<file path="src/rtl/dt_repack_pkg.sv">
// Shared constants and state encoding for the distance-map repacker.
// Image geometry matches the distance-transform engine's 128x128 map.
package dt_repack_pkg;

  localparam int IMG_BITS = 14;
  localparam int IMG_SIDE = 128;
  localparam int NPIX     = 16384;
  localparam int NWORDS   = 1024;
  localparam int WORD_W   = 16;
  localparam int DIST_W   = 8;
  localparam int WADDR_W  = 10;
  localparam int CNT_W    = 15;

  typedef enum logic [1:0] {
    ST_IDLE  = 2'd0,
    ST_RUN   = 2'd1,
    ST_DRAIN = 2'd2,
    ST_DONE  = 2'd3
  } state_e;

  // A zero threshold would mark background pixels as objects, so clamp it to 1.
  function automatic logic [DIST_W-1:0] fix_thresh(input logic [DIST_W-1:0] t);
    return (t == '0) ? DIST_W'(1) : t;
  endfunction

endpackage

</file>
<file path="src/rtl/dt_repack_if.sv">
// Memory-side bus of the repacker: result-RAM read port and packed-RAM write port.
interface dt_repack_if;
  import dt_repack_pkg::*;

  // res_rd qualifies res_addr and res_di must be valid combinationally in the same
  // cycle; sti_wr is a one-cycle write strobe with no backpressure (always accepted).
  logic                res_rd;
  logic [IMG_BITS-1:0] res_addr;
  logic [DIST_W-1:0]   res_di;
  logic                sti_wr;
  logic [WADDR_W-1:0]  sti_addr;
  logic [WORD_W-1:0]   sti_do;

  modport master (
    output res_rd, res_addr, sti_wr, sti_addr, sti_do,
    input  res_di
  );

  modport slave (
    input  res_rd, res_addr, sti_wr, sti_addr, sti_do,
    output res_di
  );

endinterface

</file>
<file path="src/rtl/dt_repack_bitpack.sv">
// Serial-to-parallel packer: collects 16 bits MSB-first and presents the full
// word combinationally alongside the 16th input bit.
module dt_bitpack
  import dt_repack_pkg::*;
(
  input  logic              clk,
  input  logic              rst_n,
  input  logic              i_clear,
  input  logic              i_in_valid,
  input  logic              i_in_bit,
  output logic              o_word_valid,
  output logic [WORD_W-1:0] o_word
);

  logic [3:0]        r_cnt;
  logic [WORD_W-2:0] r_sh;

  always_ff @(posedge clk or negedge rst_n) begin
    if (!rst_n) begin
      r_cnt <= '0;
      r_sh  <= '0;
    end else if (i_clear) begin
      r_cnt <= '0;
      r_sh  <= '0;
    end else if (i_in_valid) begin
      r_cnt <= r_cnt + 4'd1;
      r_sh  <= {r_sh[WORD_W-3:0], i_in_bit};
    end
  end

  assign o_word_valid = i_in_valid && (r_cnt == 4'd15);
  assign o_word       = {r_sh, i_in_bit};

endmodule

</file>
<file path="src/rtl/dt_repack.sv">
// Reads the distance map in raster order, thresholds each pixel, packs 16 pixels
// per word into the packed RAM, and reports maximum distance and object count.
module dt_repack
  import dt_repack_pkg::*;
(
  input  logic              clk,
  input  logic              reset,
  input  logic              start,
  input  logic [DIST_W-1:0] thresh,
  dt_repack_if.master       bus,
  output logic [DIST_W-1:0] max_dist,
  output logic [CNT_W-1:0]  obj_cnt,
  output logic              done,
  output state_e            dbg_state
);

  state_e              r_state, w_next;
  logic [DIST_W-1:0]   r_thresh_q;
  logic                r_res_rd;
  logic [IMG_BITS-1:0] r_res_addr;
  logic                r_sti_wr;
  logic [WADDR_W-1:0]  r_sti_addr;
  logic [WORD_W-1:0]   r_sti_do;
  logic [DIST_W-1:0]   r_max;
  logic [CNT_W-1:0]    r_obj;
  logic                r_done;

  logic                w_accept, w_last_addr, w_consume, w_bit;
  logic                w_word_valid;
  logic [WORD_W-1:0]   w_word;

  assign w_accept    = start && ((r_state == ST_IDLE) || (r_state == ST_DONE));
  assign w_last_addr = (r_res_addr == IMG_BITS'(NPIX - 1));
  // res_rd being high means the pixel at res_addr is on res_di this cycle.
  assign w_consume   = r_res_rd;
  assign w_bit       = (bus.res_di >= r_thresh_q);

  always_ff @(posedge clk or negedge reset) begin
    if (!reset) r_state <= ST_IDLE;
    else        r_state <= w_next;
  end

  always_comb begin
    w_next = r_state;
    case (r_state)
      ST_IDLE:  if (start) w_next = ST_RUN;
      ST_RUN:   if (w_last_addr) w_next = ST_DRAIN;
      ST_DRAIN: w_next = ST_DONE;
      ST_DONE:  if (start) w_next = ST_RUN;
      default:  w_next = ST_IDLE;
    endcase
  end

  dt_bitpack u_bitpack (
    .clk          (clk),
    .rst_n        (reset),
    .i_clear      (w_accept),
    .i_in_valid   (w_consume),
    .i_in_bit     (w_bit),
    .o_word_valid (w_word_valid),
    .o_word       (w_word)
  );

  always_ff @(posedge clk or negedge reset) begin
    if (!reset) begin
      r_thresh_q <= '0;
      r_res_rd   <= 1'b0;
      r_res_addr <= '0;
      r_sti_wr   <= 1'b0;
      r_sti_addr <= '0;
      r_sti_do   <= '0;
      r_max      <= '0;
      r_obj      <= '0;
      r_done     <= 1'b0;
    end else begin
      r_sti_wr <= w_word_valid;
      if (w_word_valid) begin
        r_sti_addr <= r_res_addr[IMG_BITS-1:4];
        r_sti_do   <= w_word;
      end
      if (w_accept) begin
        r_thresh_q <= fix_thresh(thresh);
        r_res_rd   <= 1'b1;
        r_res_addr <= '0;
        r_max      <= '0;
        r_obj      <= '0;
        r_done     <= 1'b0;
      end else begin
        if (r_state == ST_RUN) begin
          if (w_last_addr) r_res_rd   <= 1'b0;
          else             r_res_addr <= r_res_addr + IMG_BITS'(1);
        end
        if (w_consume) begin
          if (bus.res_di > r_max) r_max <= bus.res_di;
          r_obj <= r_obj + CNT_W'(w_bit);
        end
        if (r_state == ST_DRAIN) r_done <= 1'b1;
      end
    end
  end

  assign bus.res_rd   = r_res_rd;
  assign bus.res_addr = r_res_addr;
  assign bus.sti_wr   = r_sti_wr;
  assign bus.sti_addr = r_sti_addr;
  assign bus.sti_do   = r_sti_do;
  assign max_dist     = r_max;
  assign obj_cnt      = r_obj;
  assign done         = r_done;
  assign dbg_state    = r_state;

endmodule

</file>
<file path="src/flat_wrapper.sv">
// flat-port wrapper written by rule: the top's interface ports become plain ports
module dt_repack_flat import dt_repack_pkg::*;
  (clk, reset, start, thresh, max_dist, obj_cnt, done, dbg_state, bus_res_rd, bus_res_addr, bus_sti_wr, bus_sti_addr, bus_sti_do, bus_res_di);
  dt_repack_if bus_i ();
  input  logic clk;
  input  logic reset;
  input  logic start;
  input  logic [DIST_W-1:0] thresh;
  output logic [DIST_W-1:0] max_dist;
  output logic [CNT_W-1:0] obj_cnt;
  output logic done;
  output state_e dbg_state;
  output wire logic [$bits(bus_i.res_rd)-1:0] bus_res_rd;
  output wire logic [$bits(bus_i.res_addr)-1:0] bus_res_addr;
  output wire logic [$bits(bus_i.sti_wr)-1:0] bus_sti_wr;
  output wire logic [$bits(bus_i.sti_addr)-1:0] bus_sti_addr;
  output wire logic [$bits(bus_i.sti_do)-1:0] bus_sti_do;
  input wire logic [$bits(bus_i.res_di)-1:0] bus_res_di;
  assign bus_res_rd = bus_i.res_rd;
  assign bus_res_addr = bus_i.res_addr;
  assign bus_sti_wr = bus_i.sti_wr;
  assign bus_sti_addr = bus_i.sti_addr;
  assign bus_sti_do = bus_i.sti_do;
  assign bus_i.res_di = bus_res_di;
  dt_repack u_core (.clk(clk), .reset(reset), .start(start), .thresh(thresh), .bus(bus_i), .max_dist(max_dist), .obj_cnt(obj_cnt), .done(done), .dbg_state(dbg_state));
endmodule
</file>
<file path="config.mk">
export PLATFORM = sky130hd
export DESIGN_NAME = dt_repack_flat
export DESIGN_NICKNAME = d
export VERILOG_FILES = /design/src/rtl/dt_repack_pkg.sv /design/src/rtl/dt_repack_if.sv /design/src/rtl/dt_repack_bitpack.sv /design/src/rtl/dt_repack.sv /design/src/flat_wrapper.sv
export SDC_FILE = /design/constraint.sdc
export NUM_CORES = 1
export LEC_CHECK = 0
export CORE_MARGIN = 8
export CORE_UTILIZATION = 63
export DETAILED_ROUTE_END_ITERATION = 8
export DONT_BUFFER_PORTS = 1
export GPL_TIMING_DRIVEN = 0
export PLACE_DENSITY = 0.76
export SLEW_MARGIN = 20
export SYNTH_ARGS = -nofsm -noshare
export SYNTH_HDL_FRONTEND = slang
export SYNTH_SLANG_ARGS = --single-unit
</file>
<file path="constraint.sdc">
create_clock -name clk -period 3.2 [get_ports clk]
set_input_delay 0.64 -clock clk [delete_from_list [all_inputs] [get_ports clk]]
set_output_delay 0.64 -clock clk [all_outputs]
set_load 0.01 [all_outputs]
</file>
==> flow_summary.ini <==
[cts]
numCtsBuffers = 9
ctsHtreeMaxLevel = 3
clkLatencyLatePin_ns = 0.36
cts-root-buf = clkbuf_8
clk_path_buf_depth = 2
postCtsSetupRepairBufs = 0
cts.sinks = 95
cts_tree = yes
cts.clk_slew.worst_paths_ns = 0.10

[pwr]
switchingPower_mw = 1.36
power_mw = 3.55
powerDensity_nw_per_um2 = 734
clkPwrFrac_pct = 20.9
power_leakage_nw = 2.49
peakVddDrop_mv = 0.327
combPwrFrac_pct = 30.3
pwr-share-seq_pct = 48.8
power.internal_mw = 2.19
switching_share_pct = 38.3

[sta]
fin_crit_sh_pct = 86.6
tns_ns = 0
setup_viol_count_final = 0
fin_crit_ns = 2.77
rsz0062_at_grt = no
worstMarginPinSlew_ns = 0.545
max-slew-margin-rel_pct = 63.7
drv_slew = 0
hold_viol = 0
fmax_mhz = 361
final.setup_skew_ns = 0.0124
whs_ns = 0.180

[die]
start_util_pct = 63.4
row_count = 31
die_area_um2 = 10100
fp.dieH_um = 100
pin_count = 87
core_um2 = 7100
die_x_um = 100

[route]
vias = 3135
drtIter0Drc = 116
dr.pass1.iters = 4
wl_per_cell_um = 16.6
vias_per_cell = 5.49
drc_errors = 0
drtAntennaViolNets = 0
wirelength_um = 9480

[finish]
layout_commonest_cell = dfrtp_1
drive_gt1_share_pct = 5.72
utilization_pct = 68.0
diodes = 0
final_nets = 510
fillers = 547
syn2layout_area_growth_pct = 7.37
final_cell_mix = dfrtp_1 (95), nand2_1 (91), nor2_1 (60)

[setup_path]
cp-startpoint = u_core.r_thresh_q[0]
cp-end-kind = flop
crit_top_cell = ha_1
cp.required_ns = 3.43
reg2reg_from = u_core.r_thresh_q[0]
crit_slowest_cell = a221o_1
path_delay_family = compound AO/OA/AOI/OAI gates
endpoint = u_core.obj_cnt[10]
cp_num_buf_inv = 0
crit_fanout = 3
slowest_delay_ns = 0.41
rrSetupSlack_ns = 0.43
start_kind = flop
path_class = flop to flop
cp_data_arrival_time_ns = 3.00
crit_cells = 11
crit_chain = ha_1, nand2b_4, a2111oi_4, o21bai_1, a221o_1, ha_1, ha_1, and4_1, nand3_1, xor2_1, nor2_1
rr_worst_depth = 11
timing.rr.end = u_core.obj_cnt[10]

[logic_synthesis]
seq_area_frac_synth_pct = 52.9
synth-seq-cells = 95
async_reset_ff_share_pct = 100
synth_flop_cell = dfrtp_1
syn_nets = 498
syn_area_per_cell_um2 = 9.88
yosysWarnings = 0
synth-edff-count = 0
synthDistinctLibCells = 38
syn_inst = 455
synthesis.area_um2 = 4500

[grt]
grt_pass1_wl_um = 16000
grt_pass1_vias = 3208
grtUsageTotal_pct = 20.2
grt-ovfl-total = 0
grt_max_degree = 96
antenna_found_initial = 0

[place]
dp_hpwl_um = 6730
globalplace.congestion = 0.839
io_buffers = 0

[job]
maxCapViolCount = 0

[min_path]
worstHoldPathType = input port to async pin

[outcome]
status = complete, no violations
[sequential cells by signal, indices dropped and copies added, names as in the netlist]
| signal | count |
|---|---|
| u_core.bus.sti_do | 16 |
| u_core.obj_cnt | 15 |
| u_core.u_bitpack.r_sh | 15 |
| u_core.bus.res_addr | 14 |
| u_core.bus.sti_addr | 10 |
| u_core.max_dist | 8 |
| u_core.r_thresh_q | 8 |
| u_core.u_bitpack.r_cnt | 4 |
| u_core.dbg_state | 2 |
| u_core.bus.res_rd | 1 |
| u_core.bus.sti_wr | 1 |
| u_core.done | 1 |
[power groups by stage]
stage	Sequential, mW	Combinational (mW)	Clock, mW
after floorplan	1.69	0.838	0
after global placement	1.75	0.999	0
after detailed placement	1.76	1.05	0
after CTS	1.74	1.09	0.761
after global routing	1.77	1.25	0.809
final	1.73	1.07	0.742
[how the worst min path moves through the flow]
stage	endpoint	from	slack [ns]	depth (start not counted)
2_1_floorplan	u_core.bus.res_addr[0]	reset	0.34	0
3_3_place_gp	u_core.r_thresh_q[3]	reset	0.35	0
3_5_place_dp	u_core.r_thresh_q[3]	reset	0.35	0
4_1_cts	u_core.r_thresh_q[3]	reset	0.21	1
5_1_grt	u_core.r_thresh_q[2]	reset	0.20	1
6_report	u_core.r_thresh_q[3]	reset	0.18	1
[repair_timing]
| item | CTS | global route |
|---|---|---|
| hold buffers | 1 | 0 |
| hold endpoints to repair | 95 | 0 |
| gates resized for setup | 0 | 0 |
[per-stage QoR]
stage	instance area (um2)	std cells	worst slack [ns]
2_1_floorplan	4500	455	0.354
5_1_grt	4830	571	0.261
4_1_cts	4830	571	0.427
3_5_place_dp	4620	554	0.102
3_3_place_gp	4620	554	0.149
6_report	4830	571	0.428
[final cells by class]
type | instances | area, um2 | share of cell area (%)
Clock buffer | 9 | 124 | 2.57
Tap cell | 99 | 124 | 2.57
Clock inverter | 7 | 56.3 | 1.17
Inverter | 29 | 109 | 2.25
Multi-Input combinational cell | 313 | 1930 | 40.0
Sequential cell | 95 | 2380 | 49.2
Timing Repair Buffer | 1 | 27.5 | 0.570
Buffer | 18 | 80.1 | 1.66
[layer usage]
layer  track usage (%)  up-vias  part of all wire [%]
li1                  -     1528                     -
met5                 0        -                     0
met4              7.44        0                   1.6
met1              24.1     1510                    42
met2              33.1       84                    48
met3              6.63       13                   8.6
[synthesized netlist by cell type (all sizes together), types with 5 or more instances]
cell	count	area share [%]
a21oi	9	1.0
buf	7	0.86
clkbuf	11	0.92
dfrtp	95	53
ha	24	6.7
inv	28	2.3
mux2i	27	6.0
nand2	91	7.6
nand3	13	1.4
nand4	11	1.9
nor2	60	5.0
nor3	7	0.78
nor4	5	0.70
o21ai	18	2.0
xnor2	8	1.6
xor2	15	2.9
[cells by family after synthesis]
group	after synthesis	synth area share, %
muxes	28	6.34
xor gates and xnor gates	23	4.48
and+or+nand+nor	198	19.2
DFF	95	52.9
adders and majority gates	24	6.68
buffers and inverters	47	4.20
AOI/OAI and AO/OA	40	6.26
Note: power is estimated with default switching activity, not from simulation.
